### config.mk
export PLATFORM = sky130hd
export DESIGN_NAME = mux_4to1_rr_arbiter_flat
export DESIGN_NICKNAME = d
export VERILOG_FILES = /design/src/rtl/mux_4to1_rr_arbiter_pkg.sv /design/src/rtl/mux_4to1_rr_arbiter_if.sv /design/src/rtl/mux_4to1_rr_arbiter_rr_pick.sv /design/src/rtl/mux_4to1_rr_arbiter.sv /design/src/flat_wrapper.sv
export SDC_FILE = /design/constraint.sdc
export NUM_CORES = 1
export LEC_CHECK = 0
export BUFFER_PORTS_ARGS = -buffer_cell sky130_fd_sc_hd__clkbuf_2
export CORE_MARGIN = 2
export CORE_UTILIZATION = 45
export DETAILED_ROUTE_END_ITERATION = 10
export GPL_ROUTABILITY_DRIVEN = 0
export PLACE_DENSITY = 0.75
export SLEW_MARGIN = 20
export SYNTH_ARGS = -nofsm -noshare
export SYNTH_HDL_FRONTEND = slang
export SYNTH_SLANG_ARGS = --single-unit
### constraint.sdc
create_clock -name clk -period 2.9 [get_ports clk]
set_clock_uncertainty 0.05 [all_clocks]
set_input_delay 0.435 -clock clk [delete_from_list [all_inputs] [get_ports clk]]
set_output_delay 0.435 -clock clk [all_outputs]
set_load 0.01 [all_outputs]
### src/rtl/mux_4to1_rr_arbiter_pkg.sv
// Shared types, sizes and the rotate/priority-find helper for the round-robin mux arbiter.
// Optional lock feature is controlled by the MUXARB_LOCK_EN macro in the interface and top.
package mux_arb_pkg;

  localparam int unsigned NUM_REQ = 4;
  localparam int unsigned IDX_W   = 2;

  typedef enum logic [0:0] {
    IDLE,
    GRANT
  } state_e;

  typedef struct packed {
    logic             found;
    logic [IDX_W-1:0] idx;
  } pick_t;

  // Searches ptr, ptr+1, ... modulo NUM_REQ; descending loop so the lowest offset wins.
  function automatic pick_t rr_pick(input logic [NUM_REQ-1:0] req,
                                    input logic [IDX_W-1:0]   ptr);
    pick_t            res;
    logic [IDX_W-1:0] idx;
    res = '0;
    for (int i = NUM_REQ - 1; i >= 0; i--) begin
      idx = ptr + IDX_W'(i);
      if (req[idx]) begin
        res.found = 1'b1;
        res.idx   = idx;
      end
    end
    return res;
  endfunction

  function automatic logic [NUM_REQ-1:0] onehot(input logic [IDX_W-1:0] idx);
    return NUM_REQ'(1) << idx;
  endfunction

endpackage

### src/rtl/mux_4to1_rr_arbiter_if.sv
// Request/grant bus plus the shared 4:1 mux data lines; MUXARB_LOCK_EN adds the lock input.
interface mux_arb_if
  import mux_arb_pkg::*;
  ();

  logic [NUM_REQ-1:0] req;
  logic [NUM_REQ-1:0] gnt;
  logic               s0;
  logic               s1;
  logic               busy;
  logic               i0;
  logic               i1;
  logic               i2;
  logic               i3;
  logic               y;

`ifdef MUXARB_LOCK_EN
  logic               lock;

  modport master (
    output req, lock, i0, i1, i2, i3,
    input  gnt, s0, s1, busy, y
  );

  modport slave (
    input  req, lock, i0, i1, i2, i3,
    output gnt, s0, s1, busy, y
  );
`else
  modport master (
    output req, i0, i1, i2, i3,
    input  gnt, s0, s1, busy, y
  );

  modport slave (
    input  req, i0, i1, i2, i3,
    output gnt, s0, s1, busy, y
  );
`endif

endinterface

### src/rtl/mux_4to1_rr_arbiter_rr_pick.sv
// Combinational round-robin pick: first set request at or after the priority pointer.
module mux_arb_rr_pick
  import mux_arb_pkg::*;
(
  input  logic [NUM_REQ-1:0] i_req,
  input  logic [IDX_W-1:0]   i_ptr,
  output logic               o_found,
  output logic [IDX_W-1:0]   o_idx
);

  pick_t w_pick;

  assign w_pick  = rr_pick(i_req, i_ptr);
  assign o_found = w_pick.found;
  assign o_idx   = w_pick.idx;

endmodule

### src/rtl/mux_4to1_rr_arbiter.sv
// Round-robin arbiter owning the select lines of a shared 4:1 single-bit mux.
// Define MUXARB_LOCK_EN to add a lock input that suppresses burst-expiry release.
module mux_4to1_rr_arbiter
  import mux_arb_pkg::*;
#(
  parameter int unsigned MAX_BURST = 8
) (
  input  logic     clk,
  input  logic     rst,
  mux_arb_if.slave bus
);

  localparam int unsigned      CntW   = $clog2(MAX_BURST) + 1;
  localparam logic [CntW-1:0]  CntMax = CntW'(MAX_BURST - 1);

  state_e             r_state;
  logic [NUM_REQ-1:0] r_gnt;
  logic [IDX_W-1:0]   r_sel;
  logic [CntW-1:0]    r_cnt;
  logic [IDX_W-1:0]   r_ptr;

  state_e             w_state_nxt;
  logic [NUM_REQ-1:0] w_gnt_nxt;
  logic [IDX_W-1:0]   w_sel_nxt;
  logic [CntW-1:0]    w_cnt_nxt;
  logic [IDX_W-1:0]   w_ptr_nxt;

  logic [NUM_REQ-1:0] w_pick_req;
  logic               w_found;
  logic [IDX_W-1:0]   w_pick_idx;
  logic               w_own_req;
  logic               w_lock;
  logic               w_hold;
  logic [NUM_REQ-1:0] w_din;

`ifdef MUXARB_LOCK_EN
  assign w_lock = bus.lock;
`else
  assign w_lock = 1'b0;
`endif

  // Masking the owner makes any contender win a release; in IDLE r_gnt is zero.
  assign w_pick_req = bus.req & ~r_gnt;
  assign w_own_req  = |(bus.req & r_gnt);
  assign w_hold     = w_own_req && ((r_cnt != CntMax) || w_lock);

  mux_arb_rr_pick u_pick (
    .i_req   (w_pick_req),
    .i_ptr   (r_ptr),
    .o_found (w_found),
    .o_idx   (w_pick_idx)
  );

  always_comb begin
    w_state_nxt = r_state;
    w_gnt_nxt   = r_gnt;
    w_sel_nxt   = r_sel;
    w_cnt_nxt   = r_cnt;
    w_ptr_nxt   = r_ptr;

    unique case (r_state)
      IDLE: begin
        if (w_found) begin
          w_state_nxt = GRANT;
          w_gnt_nxt   = onehot(w_pick_idx);
          w_sel_nxt   = w_pick_idx;
          w_cnt_nxt   = '0;
          w_ptr_nxt   = w_pick_idx + IDX_W'(1);
        end else begin
          w_gnt_nxt   = '0;
        end
      end

      GRANT: begin
        if (w_hold) begin
          // Saturates at CntMax only when lock keeps the tenure alive.
          if (r_cnt != CntMax) begin
            w_cnt_nxt = r_cnt + CntW'(1);
          end
        end else if (w_found) begin
          w_gnt_nxt   = onehot(w_pick_idx);
          w_sel_nxt   = w_pick_idx;
          w_cnt_nxt   = '0;
          w_ptr_nxt   = w_pick_idx + IDX_W'(1);
        end else if (w_own_req) begin
          w_cnt_nxt   = '0;
        end else begin
          w_state_nxt = IDLE;
          w_gnt_nxt   = '0;
        end
      end

      default: begin
        w_state_nxt = IDLE;
        w_gnt_nxt   = '0;
      end
    endcase
  end

  always_ff @(posedge clk) begin
    if (rst) begin
      r_state <= IDLE;
      r_gnt   <= '0;
      r_sel   <= '0;
      r_cnt   <= '0;
      r_ptr   <= '0;
    end else begin
      r_state <= w_state_nxt;
      r_gnt   <= w_gnt_nxt;
      r_sel   <= w_sel_nxt;
      r_cnt   <= w_cnt_nxt;
      r_ptr   <= w_ptr_nxt;
    end
  end

  assign w_din    = {bus.i3, bus.i2, bus.i1, bus.i0};
  assign bus.gnt  = r_gnt;
  assign bus.s1   = r_sel[1];
  assign bus.s0   = r_sel[0];
  assign bus.busy = |r_gnt;
  assign bus.y    = w_din[r_sel];

endmodule
### src/flat_wrapper.sv
// flat-port wrapper written by rule: the top's interface ports become plain ports
module mux_4to1_rr_arbiter_flat import mux_arb_pkg::*;
#(
  parameter int unsigned MAX_BURST = 8
)
  (clk, rst, bus_req, bus_i0, bus_i1, bus_i2, bus_i3, bus_gnt, bus_s0, bus_s1, bus_busy, bus_y);
  mux_arb_if bus_i ();
  input  logic clk;
  input  logic rst;
  input wire logic [$bits(bus_i.req)-1:0] bus_req;
  input wire logic [$bits(bus_i.i0)-1:0] bus_i0;
  input wire logic [$bits(bus_i.i1)-1:0] bus_i1;
  input wire logic [$bits(bus_i.i2)-1:0] bus_i2;
  input wire logic [$bits(bus_i.i3)-1:0] bus_i3;
  output wire logic [$bits(bus_i.gnt)-1:0] bus_gnt;
  output wire logic [$bits(bus_i.s0)-1:0] bus_s0;
  output wire logic [$bits(bus_i.s1)-1:0] bus_s1;
  output wire logic [$bits(bus_i.busy)-1:0] bus_busy;
  output wire logic [$bits(bus_i.y)-1:0] bus_y;
  assign bus_i.req = bus_req;
  assign bus_i.i0 = bus_i0;
  assign bus_i.i1 = bus_i1;
  assign bus_i.i2 = bus_i2;
  assign bus_i.i3 = bus_i3;
  assign bus_gnt = bus_i.gnt;
  assign bus_s0 = bus_i.s0;
  assign bus_s1 = bus_i.s1;
  assign bus_busy = bus_i.busy;
  assign bus_y = bus_i.y;
  mux_4to1_rr_arbiter #(.MAX_BURST(MAX_BURST)) u_core (.clk(clk), .rst(rst), .bus(bus_i));
endmodule
* After elaboration in Yosys (flattened, before gate mapping)
Cells that the tools add are included.
Storage, ports and cells: output and inout port bits 8, bits of input ports 10, flip-flop bits (word level) 13
Cells by class: shift operators 1, eq/ne operators 6, bitwise operators 4, order comparisons 5, reductions and logical operators 5, add/sub/neg operators 5, muxes and demuxes 36
Operator list (count):
- 4-bit two-way mux | 9
- 4-bit case mux with 2 select lines | 2
- 2-bit by 3-bit < comparator with 1-bit output (second input constant) | 5
- 3-bit two-way mux | 4
- 1-bit binary-select mux with 2-bit select | 5
- 1-bit two-way mux | 9
- 4-bit AND | 2
- 2-bit two-way mux | 4
- 2-bit case mux with 2 select lines | 2
- 4-bit OR reduction | 2
- 3-bit != test (second input constant) | 2
- 2-bit by 1-bit adder with 2-bit output (second input constant) | 2
- 2-bit adder (second input constant) | 2
- 4-bit by 1-bit adder with 4-bit output (second input constant) | 1
- 2-bit != test (second input constant) | 2
- 4-bit by 3-bit != test with 1-bit output (second input constant) | 1
- 4-bit != test (second input constant) | 1
- 4-bit NOT | 1
- 1-bit by 2-bit left shift with 4-bit output (first input constant) | 1
- 3-bit AND reduction | 1
- 1-bit case mux with 2 select lines | 1
- 2-bit AND reduction | 1
- 1-bit logical AND | 1
- 1-bit NOT | 1

* Depth between registers and ports, before layout
Gate-level depths: netlist of the first run.
depth in word-level cells 12, mapped depth 7, depth with buffers taken out 7

* Cells and area by module
A second synthesis of the first run with hierarchy kept.
Unflattened totals: cell total of the unflattened synthesis 93, area, all modules 819.5 sq um
Modules (own cells, without submodules):
- mux_4to1_rr_arbiter | seq. area each 260.2 sq um, area an instance 738.2 sq um, times used 1, cells an instance 78
- mux_arb_rr_pick | seq. area each 0.0 sq um, area an instance 81.3 sq um, times used 1, cells an instance 15

* Worst setup path before layout of the first run
Ideal clock, no wire load.
path type input -> register, start point input bus_req[1], end point register u_core.r_ptr[1], stages on the path 7, library setup time 137 ps, required time 2713 ps, arrival time 1591 ps, slack 1123 ps, buffers on the path 0, cells stage by stage nor2b_2 -> a211oi_2 -> o32ai_2 -> inv_1 -> ha_1 -> nand3_1 -> a21oi_1
On the way: longest elaborated chain between the ends 11, elaborated cells between the ends (all ways) 21, those cells by class add/sub (1); eq/ne (1); mux (15); bitwise (2); reduce/logical (2)
RTL lines:
- start: declaration | line flat_wrapper.sv:10 | input wire logic [$bits(bus_i.req)-1:0] bus_req;
- 4-bit AND * | line mux_4to1_rr_arbiter.sv:43 | assign w_pick_req = bus.req & ~r_gnt;
- 1-bit binary-select mux with 2-bit select | line mux_4to1_rr_arbiter_pkg.sv:26 | if (req[idx]) begin
- 1-bit two-way mux (implied by the code) | line mux_4to1_rr_arbiter_pkg.sv:26
- 3-bit two-way mux (3 in series) | line mux_4to1_rr_arbiter_pkg.sv:26
- 3-bit two-way mux * | line mux_4to1_rr_arbiter_pkg.sv:26
- net u_core.u_pick.o_idx[1] | line mux_4to1_rr_arbiter_rr_pick.sv:8 | output logic [IDX_W-1:0] o_idx
- 2-bit by 1-bit adder with 2-bit output * | line mux_4to1_rr_arbiter.sv:68, mux_4to1_rr_arbiter.sv:84
- 2-bit two-way mux * | line mux_4to1_rr_arbiter.sv:63, mux_4to1_rr_arbiter.sv:80
- 2-bit two-way mux | line mux_4to1_rr_arbiter.sv:75 | if (w_hold) begin
- 2-bit case mux with 2 select lines * | line mux_4to1_rr_arbiter.sv:61 | unique case (r_state)
- end signal: assignment | line mux_4to1_rr_arbiter.sv:112 | r_ptr <= w_ptr_nxt;
- end: declaration | line mux_4to1_rr_arbiter.sv:20 | logic [IDX_W-1:0] r_ptr;
The timed path passes the listed nets; every way through them passes the cells marked *. The select of a mux whose other input is x is not followed. A chain may end at the register's enable or synchronous reset.

* Final worst setup path of the first run
start point register u_core.r_gnt[1] (netlist: u_core.bus.gnt[1]), end point register u_core.r_ptr[1]
On the way: longest elaborated chain between the ends 12, elaborated cells between the ends (all ways) 22, those cells by class add/sub (1); eq/ne (1); mux (15); bitwise (3); reduce/logical (2)
RTL lines:
- start: declaration | line mux_4to1_rr_arbiter.sv:17 | logic [NUM_REQ-1:0] r_gnt;
- start signal: assignment | line mux_4to1_rr_arbiter.sv:109 | r_gnt <= w_gnt_nxt;
- 4-bit NOT * | line mux_4to1_rr_arbiter.sv:43
- 4-bit AND * | line mux_4to1_rr_arbiter.sv:43
- 1-bit binary-select mux with 2-bit select | line mux_4to1_rr_arbiter_pkg.sv:26
- 1-bit two-way mux (implied by the code) | line mux_4to1_rr_arbiter_pkg.sv:26
- 3-bit two-way mux (3 in series) | line mux_4to1_rr_arbiter_pkg.sv:26
- 3-bit two-way mux * | line mux_4to1_rr_arbiter_pkg.sv:26
- net u_core.u_pick.o_idx[1] | line mux_4to1_rr_arbiter_rr_pick.sv:8
- 2-bit by 1-bit adder with 2-bit output * | line mux_4to1_rr_arbiter.sv:68, mux_4to1_rr_arbiter.sv:84
- 2-bit two-way mux * | line mux_4to1_rr_arbiter.sv:63, mux_4to1_rr_arbiter.sv:80
- 2-bit two-way mux | line mux_4to1_rr_arbiter.sv:75
- 2-bit case mux with 2 select lines * | line mux_4to1_rr_arbiter.sv:61
Marked as above.

==> impl_metrics.py, run 1 <==
metrics = {
    "finish": {
        "nets": 124,
        "syn_to_final_growth_pct": 16.4,
        "finalNonFillerCells": 133,
        "postLayoutCoreUtil_pct": 56.5,
        "n_antenna_cell": 0,
        "drive_above_1_share_pct": 33.3,
    },
    "synthesis": {
        "synth_area_leader_cell": "dfxtp_1",
        "synth_area_leaders": "dfxtp_1, o32ai_2, ha_1",
        "synth_top_area_share_pct": 30.7,
        "ys_types": 37,
        "ys_ff_latch": 13,
        "ys_warn_count": 0,
        "syn_area_um2": 847,
        "synth_edf_count": 0,
        "synthCells": 88,
        "synth_common_cells": "dfxtp_1, inv_1, a21oi_1",
        "synth-seq-area-share_pct": 30.7,
        "syn_avg_cell_area_um2": 9.63,
        "async_reset_ff_share_pct": 0,
        "synth_nets": 103,
        "synth_flop_cell": "dfxtp_1",
        "synth.most_common_cell": "dfxtp_1",
    },
    "setup_path": {
        "crit_chain": "nor2b_2 > a211oi_2 > o32ai_2 > inv_1 > ha_1 > nand3_1 > a21oi_1",
        "cp-start-kind": "flip-flop",
        "worst-setup-path-type": "reg -> reg",
        "path_max_fanout": 6,
        "worstPathArrival_ns": 2.03,
        "cpPeakStageDelay_ns": 0.39,
        "cpMaxStageDelayCell": "o32ai_2",
        "crit_path_end_kind": "flip-flop",
        "required_ns": 3.07,
        "ff2ff_setup_slack_ns": 1.05,
    },
    "sta": {
        "report.final.slew_viol_count": 0,
        "setup_slack_ns": 1.05,
        "finalSetupViolations": 0,
        "period_share_pct": 63.9,
        "hold_viol": 0,
        "setup_tns_ns": 0,
        "timing.slew.headroom_pct": 60.9,
        "rsz0062_at_grt": "no",
        "period_minus_slack_ns": 1.85,
        "fmax_ghz": 0.539,
        "worst_pin_slew_ns": 0.580,
    },
    "clocking": {
        "post_cts_resized": 0,
        "cts_hold_buf": 0,
        "clk_path_buf_depth": 2,
        "cts_buffers": 3,
        "post-cts-setup-buffers": 0,
        "clk_pin_slew_ns": 0.09,
        "root_buffer": "clkbuf_4",
        "cts_tree": "yes",
        "htreeDepth": 1,
        "clock-sinks": 13,
        "clock_latency_ns": 0.29,
    },
    "global_routing": {
        "first_global_vias": 645,
        "antenna_found_initial": 0,
        "overflow": 0,
        "gr-usage-all-layers_pct": 18.2,
        "grt_max_degree": 15,
        "grt_pass1_wl_mm": 2.73,
    },
    "routing": {
        "wire_per_inst_um": 13.6,
        "drc": 0,
        "first_pass_iters": 4,
        "vias": 763,
        "detail-route-antenna-nets": 0,
        "via_per_inst": 5.74,
        "drt_iter0_drc": 15,
        "wl_mm": 1.80,
    },
    "run_status": {
        "status": "completed",
    },
    "die": {
        "dieWidth_um": 47.4,
        "die-area_um2": 2250,
        "start_util_pct": 48.5,
        "io_pins": 18,
        "num_rows": 15,
        "die_h_um": 47.4,
        "core_area_um2": 1750,
    },
    "placement": {
        "pre_cts_slack_ns": 0.877,
        "dp.cells": 129,
        "hpwl_mm": 1.40,
        "portBuffers": 17,
    },
    "pwr": {
        "p_sw_mw": 0.328,
        "power.density_nw_per_um2": 768,
        "pwr-share-seq_pct": 36.0,
        "netSwitchingFraction_pct": 43.4,
        "clock_power_share_pct": 15.9,
        "internal_power_mw": 0.429,
        "leakage_nw": 0.404,
        "ir_worst_vdd_mv": 0.419,
        "p_comb_share_pct": 48.1,
    },
    "hold_path": {
        "min_path_type": "reg -> reg",
    },
    "job": {
        "maxCapViolCount": 0,
    },
}
==> power groups by stage <==
stage          sequential (mW)  combinational, mW  clock, mW
5_1_grt                  0.282              0.403      0.132
4_1_cts                  0.273              0.365      0.125
3_3_place_gp             0.275              0.358          0
3_5_place_dp             0.278              0.363          0
6_report                 0.273              0.364      0.120
2_1_floorplan            0.279              0.259          0
==> flip-flops by register name, indices dropped and copies added (netlist names) <==
signal and flops:
u_core.bus.gnt 4, u_core.r_cnt 4, u_core.r_ptr 2, u_core.r_sel 2, u_core.r_state 1
==> per-stage QoR <==
step / cell area [µm²] / power, mW / hold slack (ns)
after floorplan: 847 / 0.538 / 0.411
after global placement: 960 / 0.632 / 0.426
after detailed placement: 960 / 0.641 / 0.439
after CTS: 986 / 0.763 / 0.451
after global routing: 986 / 0.817 / 0.469
final: 986 / 0.757 / 0.451
==> routing by layer <==
metal  global-route usage (%)  share of wire, %
met1                     23.4                49
met2                     27.6                44
met3                     3.46               5.0
met4                     11.7               1.8
met5                        0                 0
==> final timing paths <==
check	start	end	cells past startpoint
hold / removal	u_core.r_cnt[3]	u_core.r_cnt[3]	2
setup / recovery	u_core.bus.gnt[1]	u_core.r_ptr[1]	7
hold reg to reg	u_core.r_cnt[3]	u_core.r_cnt[3]	2
setup reg to reg	u_core.bus.gnt[1]	u_core.r_ptr[1]	7
==> final cells by class <==
type / count / area [µm²]
Fill cell: 168 / 759
Inverter: 9 / 33.8
Clock buffer: 4 / 26.3
Timing Repair Buffer: 17 / 85.1
Multi-Input combinational cell: 65 / 549
Tap cell: 25 / 31.3
Sequential cell: 13 / 260
==> logic make-up (layout without fill, tap and decap cells) <==
logic type,Yosys count,count (layout),synth area share (%)
multiplexers,1,1,2.66
AO/OA/AOI/OAI,30,30,31.5
adder cells (fa/ha/maj),5,5,7.39
AND/OR/NAND/NOR,29,29,23.3
buffers and inverters,10,30,4.43
flip-flops,13,13,30.7
==> cell usage in the layout (no fill, tap or decap), types with 2 or more instances in the layout <==
master / count
dfxtp_1: 13
clkbuf_4: 3
o32ai_2: 5
clkbuf_2: 17
nor2_1: 3
o221ai_1: 2
inv_1: 9
nand4_1: 2
nand3b_1: 3
nand3_1: 6
a21oi_1: 7
ha_1: 5
nor2b_2: 2
nand2_1: 4
o21ai_0: 3
==> critical path: cells and delay by family (launching register included) <==
family	cells	cell delay, ns
AOI/OAI and AO/OA	3	0.60
adders and majority gates	1	0.29
buffers and inverters	1	0.13
DFF	1	0.35
and+or+nand+nor	2	0.37
(Power assumes the default switching activity.)
==> run 2, diff against run 1 <==
- ABC_AREA: unset -> 1
- PLACE_DENSITY: 0.75 -> 0.77
- clock period: 2.9 -> 1.5 ns (I/O delays scaled with it)
==> impl_metrics.py, run 2 <==
metrics = {
    "routing": {
        "wl_met3_um": 99,
        "vias": 1058,
        "topRoutingLayerUsed": "met4",
        "routed-wl-met2_mm": 1.57,
        "wl_met1_mm": 1.12,
        "drt_iter0_drc": 29,
        "via_per_inst": 5.09,
        "wl_mm": 2.86,
        "first_pass_iters": 4,
        "detail-route-antenna-nets": 0,
        "drc": 0,
        "wire_per_inst_um": 13.7,
    },
    "setup_path": {
        "cp-start-kind": "flip-flop",
        "crit_chain": "inv_4 > nand3_2 > nand2_4 > nand2_2 > nand2_2 > inv_2 > nand3_2 > nand3_4 > inv_4 > buf_6 > ha_4 > nand3_4 > a21oi_2",
        "crit_path_start": "u_core.r_ptr[0]",
        "required_ns": 1.65,
        "crit_path_end_kind": "flip-flop",
        "cpMaxStageDelayCell": "dfxtp_4",
        "r2r_start": "u_core.r_ptr[0]",
        "cp.depth": 13,
        "r2r_cells": 13,
        "cpPeakStageDelay_ns": 0.41,
        "crit_family": "simple AND/OR/NAND/NOR gates",
        "path_max_fanout": 8,
        "ff2ff_setup_slack_ns": -0.23,
        "worst-setup-path-type": "reg -> reg",
        "cp-endpoint": "u_core.bus.gnt[2]",
        "r2r_end": "u_core.bus.gnt[2]",
        "path_buf_inv": 4,
        "worstPathArrival_ns": 1.88,
    },
    "finish": {
        "n_antenna_cell": 0,
        "syn_to_final_growth_pct": 62.3,
        "mostFrequentLayoutCells": "nand2_1, buf_4, clkbuf_2",
        "nets": 197,
        "finalNonFillerCells": 208,
        "drive_above_1_share_pct": 58.0,
        "design_area_um2": 1490,
    },
    "synthesis": {
        "synth_edf_count": 0,
        "synth-seq-area-share_pct": 28.3,
        "syn_avg_cell_area_um2": 6.81,
        "synth_nets": 150,
        "ys_warn_count": 0,
        "synth_area_leaders": "dfxtp_1, nand2_1, nand3_1",
        "synth.most_common_cell": "nand2_1",
        "synthCells": 135,
        "synth-adder-area-share_pct": 6.80,
        "async_reset_ff_share_pct": 0,
        "ys_types": 24,
        "synth-compound-area-share_pct": 11.8,
        "synth_flop_cell": "dfxtp_1",
        "synth_top_area_share_pct": 28.3,
        "synthXorXnorAreaFrac_pct": 2.86,
        "synthSimpleGateAreaFrac_pct": 38.4,
        "synth_mux_area_share_pct": 0,
        "synth_area_leader_cell": "dfxtp_1",
        "synth_common_cells": "nand2_1, inv_1, nand3_1",
        "synth_top_family_by_area": "simple AND/OR/NAND/NOR gates",
        "ys_ff_latch": 13,
        "syn_area_um2": 920,
    },
    "sta": {
        "hold-worst-slack_ns": 0.206,
        "report.final.slew_viol_count": 0,
        "timing.slew.headroom_pct": 77.3,
        "finalSetupViolations": 13,
        "period_share_pct": 115,
        "period_minus_slack_ns": 1.73,
        "rsz0062_at_grt": "yes",
        "worst_pin_slew_ns": 0.341,
        "fmax_ghz": 0.579,
        "setup_slack_ns": -0.228,
        "hold_viol": 0,
    },
    "pwr": {
        "clock_power_share_pct": 6.3,
        "p_comb_share_pct": 76.6,
        "ir_worst_vdd_mv": 1.20,
        "netSwitchingFraction_pct": 48.4,
        "p_sw_mw": 1.64,
        "pwr-share-seq_pct": 17.1,
        "power.total_mw": 3.39,
        "power.density_nw_per_um2": 2270,
        "leakage_nw": 0.697,
        "internal_power_mw": 1.75,
    },
    "clocking": {
        "cts_buffers": 3,
        "htreeDepth": 1,
        "cts_hold_buf": 0,
        "clock-sinks": 13,
        "root_buffer": "clkbuf_4",
        "clock_latency_ns": 0.27,
        "cts_tree": "yes",
        "clk_pin_slew_ns": 0.08,
        "clk_path_buf_depth": 2,
    },
    "job": {
        "maxCapViolCount": 0,
    },
    "die": {
        "die-area_um2": 2420,
        "start_util_pct": 47.4,
        "dieWidth_um": 49.2,
        "die_h_um": 49.2,
        "io_pins": 18,
        "core_area_um2": 1940,
        "num_rows": 16,
    },
    "global_routing": {
        "overflow": 0,
        "antenna_found_initial": 0,
        "grt_pass1_wl_mm": 4.20,
        "first_global_vias": 1004,
        "grt_max_degree": 9,
        "gr-usage-all-layers_pct": 22.1,
    },
    "placement": {
        "hpwl_mm": 1.80,
        "portBuffers": 17,
        "dp.cells": 196,
        "placed_cell_area_um2": 1190,
    },
    "run_status": {
        "violations": "setup timing",
        "status": "finished, violations left",
    },
    "hold_path": {
        "min_path_type": "in -> reg",
        "hp-start": "rst",
    },
}
[run 2: cell count changes in the layout (fill, tap and decap cells not counted), moves of 6 or more]
cell	before	now
dfxtp_1	13	7
nand2_1	4	22
nand3_2	0	11
nand2_2	0	11
buf_4	0	22
[run 2: cells by family (layout without fill, tap and decap cells)]
group | count (synthesis) | in the layout
simple gates | 68 | 68
xor+xnor | 3 | 3
compound gates | 21 | 21
fa+ha+maj | 5 | 5
flops | 13 | 13
buf+inv | 25 | 71
[run 2: cell type report]
cell class              instances  area, µm²
well taps                      27       33.8
multi-input cells              97        752
fillers                       136        449
flip-flops and latches         13        270
clock buffers                   4       26.3
inverters                      23        104
repair buffers                 44        307
[run 2: what timing repair did]
item,4_1_cts,5_1_grt
resized for setup,35,21
endpoints found under the hold margin,0,0
setup endpoints to repair,13,13
pin swaps,15,8
buffers inserted,5,3
[run 2: metrics by stage]
| step | util [%] | setup TNS [ns] | setup slack (ns) |
|---|---|---|---|
| 6_report | 76.9 | -1.69 | -0.228 |
| 2_1_floorplan | - | -0.211 | -0.0772 |
| 4_1_cts | 71.5 | -0.638 | -0.137 |
| 5_1_grt | 76.9 | -2.76 | -0.341 |
| 3_3_place_gp | 61.2 | -1.47 | -0.302 |
| 3_5_place_dp | 61.2 | -2.05 | -0.352 |
[run 2: worst min path at each step]
stage | end | slack [ns] | depth (start not counted)
after detailed placement | u_core.r_cnt[1] | 0.43 | 2
after global placement | u_core.r_cnt[2] | 0.42 | 2
after CTS | u_core.bus.gnt[3] | 0.17 | 2
after floorplan | u_core.r_cnt[1] | 0.41 | 2
after global routing | u_core.bus.gnt[3] | 0.21 | 2
final | u_core.bus.gnt[2] | 0.21 | 2
[run 2: worst reg2reg max path: stages (launching register included)]
cell and delay [ns]:
dfxtp_4 0.41, inv_4 0.10, nand3_2 0.09, nand2_4 0.11, nand2_2 0.06, nand2_2 0.09, inv_2 0.05, nand3_2 0.08
nand3_4 0.11, inv_4 0.09, buf_6 0.10, ha_4 0.13, nand3_4 0.07, a21oi_2 0.13
[run 2: per-layer routing]
layer  vias to the layer above  GRT usage (%)
met5                         -              0
met4                         0           8.10
met3                         8           2.15
met2                        32           43.5
met1                       495           23.7
li1                        523              -
[run 2: power groups by stage]
stage | registers [mW] | logic [mW] | clock network, mW
floorplan | 0.543 | 1.06 | 0
global placement | 0.538 | 1.55 | 0
detailed placement | 0.542 | 1.61 | 0
CTS | 0.554 | 2.22 | 0.220
global route | 0.596 | 2.78 | 0.232
finish | 0.580 | 2.59 | 0.213
==> run 3, diff against run 2 <==
- CORE_UTILIZATION: 45 -> 44
- PLACE_DENSITY: 0.77 -> 0.75
==> impl_metrics.py, run 3 (synthesis gave the netlist of run 2 again) <==
metrics = {
    "finish": {
        "multi_input_area_um2": 833,
        "n_antenna_cell": 0,
        "fillers": 116,
        "postLayoutCoreUtil_pct": 82.0,
        "final_common_cell": "buf_4",
        "regArea_um2": 270,
        "mostFrequentLayoutCells": "buf_4, nand2_1, clkbuf_2",
        "drive_above_1_share_pct": 62.6,
        "design_area_um2": 1610,
        "nets": 198,
        "syn_to_final_growth_pct": 75.0,
    },
    "placement": {
        "placed_cell_area_um2": 1200,
        "portBuffers": 17,
        "hpwl_mm": 1.74,
    },
    "setup_path": {
        "worst-setup-path-type": "reg -> reg",
        "path_max_fanout": 5,
        "cp.depth": 11,
        "crit_path_end_kind": "flip-flop",
        "r2r_cells": 11,
        "cpMostUsedCell": "buf_4",
        "path_buf_inv": 6,
        "cpMaxStageDelayCell": "dfxtp_4",
        "worstPathArrival_ns": 1.95,
        "required_ns": 1.67,
        "cpPeakStageDelay_ns": 0.38,
        "crit_chain": "buf_12 > clkinv_8 > nand3_4 > nand2_4 > buf_4 > nand3_1 > nand3_4 > buf_4 > buf_4 > buf_4 > a21oi_2",
        "cp-start-kind": "flip-flop",
        "crit_family": "buffers and inverters",
    },
    "routing": {
        "wl_met1_mm": 1.25,
        "wl_met3_um": 216,
        "wl_mm": 3.68,
        "wire_per_inst_um": 17.6,
        "via_per_inst": 5.45,
        "topRoutingLayerUsed": "met4",
        "drc": 0,
        "detail-route-antenna-nets": 0,
        "vias": 1140,
        "first_pass_iters": 4,
        "drt_iter0_drc": 28,
        "routed-wl-met2_mm": 2.00,
    },
    "pwr": {
        "power.total_mw": 3.79,
        "leakage_nw": 0.720,
        "power.density_nw_per_um2": 2350,
        "ir_worst_vdd_mv": 1.31,
    },
    "clocking": {
        "clk_pin_slew_ns": 0.09,
        "htreeDepth": 1,
        "root_buffer": "clkbuf_4",
        "cts_hold_buf": 0,
        "clk_path_buf_depth": 2,
        "clock-sinks": 13,
        "clock_latency_ns": 0.29,
        "cts_tree": "yes",
        "cts_buffers": 3,
    },
    "hold_path": {
        "whs_path_depth": 2,
        "min_path_type": "in -> reg",
    },
    "global_routing": {
        "grt_max_degree": 10,
        "grt_pass1_wl_mm": 4.13,
        "first_global_vias": 988,
        "overflow": 0,
        "gr-usage-all-layers_pct": 21.3,
        "antenna_found_initial": 0,
    },
    "run_status": {
        "status": "finished, violations left",
        "violations": "setup timing",
    },
    "die": {
        "dieWidth_um": 49.7,
        "io_pins": 18,
        "die-area_um2": 2470,
        "core_area_um2": 1960,
        "num_rows": 16,
        "die_h_um": 49.7,
        "start_util_pct": 46.9,
    },
    "sta": {
        "setup_slack_ns": -0.283,
        "hold-worst-slack_ns": 0.180,
        "fmax_ghz": 0.561,
        "period_share_pct": 119,
        "hold_viol": 0,
        "timing.slew.headroom_pct": 76.0,
        "period_minus_slack_ns": 1.78,
        "worst_pin_slew_ns": 0.360,
        "report.final.slew_viol_count": 0,
        "finalSetupViolations": 13,
        "rsz0062_at_grt": "yes",
    },
    "job": {
        "maxCapViolCount": 0,
    },
}
==> run 3: cell types whose count changed in the layout (fill, tap and decap cells not counted), sizes merged <==
cell	previous run	this run
clkbuf	21	22
==> run 3: cell type report <==
cell class	instances	share of cell area, %
Inverter	23	6.77
Sequential cell	13	16.8
Multi-Input combinational cell	97	51.8
Clock buffer	4	1.63
Timing Repair Buffer	45	20.9
Tap cell	27	2.10
==> run 3: routing by layer <==
layer | track usage (%) | vias up
met4 | 8.33 | 0
met3 | 2.12 | 24
met5 | 0 | -
met2 | 41.3 | 60
li1 | - | 525
met1 | 23.1 | 531
==> run 3: through the flow <==
stage	setup WS [ns]	instances	TNS, ns
final	-0.283	209	-2.39
after global routing	-0.330	209	-3.22
after floorplan	-0.0772	135	-0.211
after detailed placement	-0.232	196	-1.07
after global placement	-0.206	196	-0.784
after CTS	-0.196	205	-1.36
==> run 3: timing repair <==
action,4_1_cts,5_1_grt
hold endpoints to repair,0,0
buffers inserted,5,3
setup endpoints to repair,9,13
cloned,0,1
resized for setup,25,45
pin swaps,7,18
==> run 3: path summary, 6_finish.rpt <==
path | from | endpoint | slack (ns)
setup reg to reg | u_core.r_ptr[0] | u_core.r_sel[1] | -0.28
hold reg to reg | u_core.r_cnt[1] | u_core.r_cnt[1] | 0.45
setup / recovery | u_core.r_ptr[0] | u_core.r_sel[1] | -0.28
hold / removal | rst | u_core.r_cnt[1] | 0.18
==> run 3: power by group <==
part | total (mW) | internal, mW | switching (mW)
registers | 0.557 | 0.455 | 0.102
logic | 2.99 | 1.33 | 1.66
clock network | 0.234 | 0.103 | 0.131
total | 3.79 | 1.89 | 1.89
